$ cat src/rtl/seg_scan.sv
// Digit-select refresh sequencer for a 4-digit common-anode 7-segment display.
// Optional inter-digit blanking is compiled in with `define SEG_SCAN_BLANK_EN.
module seg_scan #(
  parameter int DIV       = 50000,
  parameter int BLANK_CYC = 16
) (
  input  logic       clk,
  input  logic       rst_n,
  input  logic       en,
  output logic [3:0] sel,
  output logic [1:0] digit_idx,
  output logic       frame_done
);

  localparam int CW = (DIV > 2) ? $clog2(DIV) : 1;
  localparam logic [CW-1:0] CNT_LAST = CW'(DIV - 1);

  if (DIV < 2 || DIV > (1 << 20)) begin : g_bad_div
    $error("seg_scan: DIV out of range");
  end
  if (BLANK_CYC < 1 || BLANK_CYC > 255) begin : g_bad_blank
    $error("seg_scan: BLANK_CYC out of range");
  end

`ifdef SEG_SCAN_BLANK_EN
  localparam int BW = (BLANK_CYC > 1) ? $clog2(BLANK_CYC) : 1;
  localparam logic [BW-1:0] BLK_LAST = BW'(BLANK_CYC - 1);
  typedef enum logic [1:0] {IDLE, SCAN, BLANK} state_t;
  logic [BW-1:0] bcnt_q;
`else
  typedef enum logic {IDLE, SCAN} state_t;
`endif

  state_t        state_q;
  logic [CW-1:0] cnt_q;
  logic [1:0]    idx_q;
  logic [3:0]    sel_q;
  logic          fd_q;

  function automatic logic [3:0] dsel(input logic [1:0] i);
    dsel = ~(4'b0001 << i);
  endfunction

  // en is only ever sampled here, so every output stays a pure register.
  always_ff @(posedge clk or negedge rst_n) begin
    if (!rst_n) begin
      state_q <= IDLE;
      cnt_q   <= '0;
      idx_q   <= '0;
      sel_q   <= 4'hF;
      fd_q    <= 1'b0;
`ifdef SEG_SCAN_BLANK_EN
      bcnt_q  <= '0;
`endif
    end else begin
      fd_q <= 1'b0;
      if (!en) begin
        state_q <= IDLE;
        cnt_q   <= '0;
        idx_q   <= '0;
        sel_q   <= 4'hF;
`ifdef SEG_SCAN_BLANK_EN
        bcnt_q  <= '0;
`endif
      end else begin
        case (state_q)
          IDLE: begin
            state_q <= SCAN;
            cnt_q   <= '0;
            idx_q   <= '0;
            sel_q   <= dsel(2'd0);
          end
          SCAN: begin
            if (cnt_q == CNT_LAST) begin
              cnt_q <= '0;
              idx_q <= idx_q + 2'd1;
              fd_q  <= (idx_q == 2'd3);
`ifdef SEG_SCAN_BLANK_EN
              // digit_idx moves ahead now; the next digit lights after the gap
              state_q <= BLANK;
              sel_q   <= 4'hF;
              bcnt_q  <= '0;
`else
              sel_q   <= dsel(idx_q + 2'd1);
`endif
            end else begin
              cnt_q <= cnt_q + 1'b1;
            end
          end
`ifdef SEG_SCAN_BLANK_EN
          BLANK: begin
            if (bcnt_q == BLK_LAST) begin
              state_q <= SCAN;
              sel_q   <= dsel(idx_q);
            end else begin
              bcnt_q <= bcnt_q + 1'b1;
            end
          end
`endif
          default: state_q <= IDLE;
        endcase
      end
    end
  end

  assign sel        = sel_q;
  assign digit_idx  = idx_q;
  assign frame_done = fd_q;

endmodule

$ cat config.mk
export PLATFORM = sky130hd
export DESIGN_NAME = seg_scan
export DESIGN_NICKNAME = d
export VERILOG_FILES = /design/src/rtl/seg_scan.sv
export SDC_FILE = /design/constraint.sdc
export NUM_CORES = 1
export LEC_CHECK = 0
export ABC_AREA = 1
export BUFFER_PORTS_ARGS = -buffer_cell sky130_fd_sc_hd__buf_2
export CORE_MARGIN = 10
export CORE_UTILIZATION = 50
export DETAILED_ROUTE_END_ITERATION = 10
export HOLD_SLACK_MARGIN = 0.03
export PLACE_DENSITY = 0.73
export SLEW_MARGIN = 20
export SYNTH_ARGS = -nofsm -noshare
export SYNTH_HDL_FRONTEND = slang
export SYNTH_SLANG_ARGS = --single-unit
$ cat constraint.sdc
create_clock -name clk -period 1.9 [get_ports clk]
set_clock_uncertainty 0.15 [all_clocks]
set_input_delay 0.57 -clock clk [delete_from_list [all_inputs] [get_ports clk]]
set_output_delay 0.57 -clock clk [all_outputs]
set_load 0.005 [all_outputs]
==> metrics.md <==
| Metric | Value |
|---|---|
| Status | `completed` |
| Hold slack | `between 0.05 and 0.06 ns` |
| Htree depth | `1` |
| CP Launch Type | `flip-flop` |
| Fmax | `around 600 MHz` |
| Synth cell types | `22` |
| GP Congestion | `approximately 0.90` |
| WL per Instance | `about 12 um` |
| Largest net degree at the start of global routing | `25` |
| IO buf count | `9` |
| Mapped Area | `1340 um2` |
| CP Class | `flip-flop to flip-flop` |
| HP Class | `input port to asynchronous set/reset pin` |
| #FFs+latches synth | `24` |
| Mux cell area share after synthesis | `0` |
| Clock latency on the worst-skew pair | `0.31 ns` |
| Die span in x | `approximately 70 um` |
| Routed WL | `2520 um` |
| Row count | `18` |
| Final period util | `0.896` |
| Post-DRT Antenna Nets | `0` |
| Post-synthesis adder-cell area fraction | `0.0560` |
| Root buf cell | `clkbuf_4` |
| CP required | `2.01 ns` |
| Die H | `just over 70 um` |
| WP data arrival | `between 1.5 and 2 ns` |
| Layout cells sized above 1 | `0.147` |
| Simple-gate share of the synthesized area | `0.353` |
| Clk slew on worst S/H paths | `0.13 ns` |
| Number of global-route vias before repair | `between 1,000 and 1,500` |
| Area added between synthesis and finish | `7.10%` |
| Total of max-cap violations | `0` |
| Core Footprint | `about 2500 um2` |
| Via count | `around 1,100` |
| Yosys warns | `0` |
| Worst-Margin Slew | `approximately 0.52 ns` |
| Final min period | `approximately 1.7 ns` |
| Maximum vdd drop | `approximately 0.45 mV` |
| Synth Area in Compound Gates | `0.0224` |
| Crit path max fanout | `16` |
| Nets | `around 190` |
| Antenna cell count | `0` |
| Global-route wire length before repair | `roughly 4700 um` |
| PwrDens | `approximately 600 nW/um2` |
| Top-area cell type share of the netlist area | `0.373` |
| Final setup viols | `0` |
| GRT Total Usage | `0.109` |
| Initial Util | `0.531` |
| DRC Markers | `0` |
| DP Wirelength | `between 1500 and 2000 um` |
| Initial antenna violation count | `0` |
| Max-slew violation count | `0` |
| Cell taking the most area after synthesis | `dfrtp_1` |
| Setup TNS Final | `0 ns` |
| Clock sinks | `24` |
| Synth Area in XOR/XNOR | `0.0261` |
| Crit path launch | `cnt_q[0]` |
| R2R Path Start | `cnt_q[0]` |
| Final Hold Vio Count | `0` |
| Ports | `10` |
| Vias per cell | `5.18` |
| Leakage | `just over 0.7 nW` |
| Relative max-transition margin | `0.652` |
| RSZ-0062 raised after global routing | `false` |
| TritonCTS clock tree | `built` |
| Setup repair bufs after CTS | `0` |
| Synth top area cells | `dfrtp_1 (37%), nand2_1 (12%), nor2_1 (9.0%), dfstp_2 (7.8%), nand3_1 (7.1%)` |
| Gr ovfl total | `0` |
| # hold bufs at CTS | `0` |
| Post-Synthesis Cells | `approximately 170` |
| Crit path capture type | `flip-flop` |
| Clock Tree Buf Depth | `2` |
| Seq/Total Area, Yosys | `0.452` |
| Die Area | `5150 um2` |
| Largest family of logic cells by synthesized area | `simple AND/OR/NAND/NOR gates` |
| Gates resized, CTS repair | `0` |
| Net count after synthesis | `182` |
| 1st-pass router iterations | `4` |
| Num CTS Buffers | `3` |
| Synthesized area per cell | `around 7.7 um2` |
| Initial DRC Count | `42` |
area by class of cell:
type / count / area (um2)
fillers: 223 / 1090
multi-input cells: 122 / 613
flip-flops and latches: 24 / 606
inverters: 24 / 90.1
repair buffers: 10 / 52.6
well taps: 30 / 37.5
clock buffers: 4 / 36.3
worst max-delay path, stage by stage, from the launching register on:
cell	delay, ns
dfrtp_1	0.41
ha_1	0.18
nand2_1	0.10
nor2_2	0.14
nand3_2	0.26
nand2_4	0.27
nand2_1	0.07
nand2_1	0.06
synth_stat cells:
| master | instances |
|---|---|
| nand2_1 | 43 |
| nor2_1 | 32 |
| inv_1 | 23 |
| dfrtp_1 | 20 |
| nand3_1 | 19 |
| ha_1 | 6 |
| dfstp_2 | 4 |
| nor3_1 | 4 |
| nor2_2 | 3 |
| xor2_1 | 3 |
| nand3_2 | 2 |
| nor3_2 | 2 |
| o21ai_0 | 2 |
| o21bai_1 | 2 |
| a21oi_1 | 1 |
| buf_2 | 1 |
| buf_6 | 1 |
| buf_8 | 1 |
| inv_2 | 1 |
| nand2_4 | 1 |
| nand4_1 | 1 |
| xnor2_1 | 1 |
worst paths after layout:
| path | end | slack (ns) | cells after the start |
|---|---|---|---|
| worst max-delay path | digit_idx[0] | 0.20 | 7 |
| worst min-delay path | cnt_q[3] | 0.05 | 1 |
| worst max register to register | digit_idx[0] | 0.20 | 7 |
| worst min register to register | cnt_q[0] | 0.35 | 1 |
| max in group asynchronous | sel[0] | 1.17 | 1 |
| min in group clk | state_q | 0.24 | 1 |
per-layer routing:
metal / vias to the layer above / wire length, um / track usage / share of wire
met2: 34 / 1220 / 0.179 / 0.48
met5: - / 0 / 0 / 0
li1: 558 / - / - / -
met1: 505 / 1110 / 0.128 / 0.44
met3: 11 / 98 / 0.0289 / 0.039
met4: 0 / 92 / 0.0516 / 0.036
per-stage QoR:
stage | util | cells | instance area [um2] | setup slack, ns | power (mW)
after CTS | 0.569 | 214 | 1440 | 0.181 | 0.873
after global placement | 0.555 | 210 | 1400 | 0.269 | 0.602
after detailed placement | 0.555 | 210 | 1400 | 0.204 | 0.605
after floorplan | - | 173 | 1340 | 0.482 | 0.578
final | 0.569 | 214 | 1440 | 0.197 | 0.862
after global routing | 0.569 | 214 | 1440 | 0.0170 | 0.902
report_power, final:
group / leakage [nW] / switching, mW / total (mW) / internal (mW)
Sequential: 0.317 / 0.00940 / 0.536 / 0.527
Combinational: 0.374 / 0.0370 / 0.0565 / 0.0195
Clock: 0.0210 / 0.152 / 0.269 / 0.117
Total: 0.712 / 0.199 / 0.862 / 0.664
cell families after synthesis:
logic type / Yosys count
XOR/XNOR: 4
buffers and inverters: 27
AND/OR/NAND/NOR: 107
flip-flops: 24
AO/OA/AOI/OAI: 5
adder cells (fa/ha/maj): 6
state kept, by name (all words and copies together), names as in the netlist:
register / cells
cnt_q: 16
state_q: 1
digit_idx: 2
sel: 4
frame_done: 1
cell usage in the layout (no fill, tap or decap), drive strengths merged:
cell / instances
xnor2: 1
nor3: 6
nand2: 44
dfstp: 4
o21bai: 2
nor2: 35
xor2: 3
o21ai: 2
a21oi: 1
nand4: 1
inv: 24
clkbuf: 4
ha: 6
dfrtp: 20
buf: 10
nand3: 21
(Power assumes the default switching activity.)
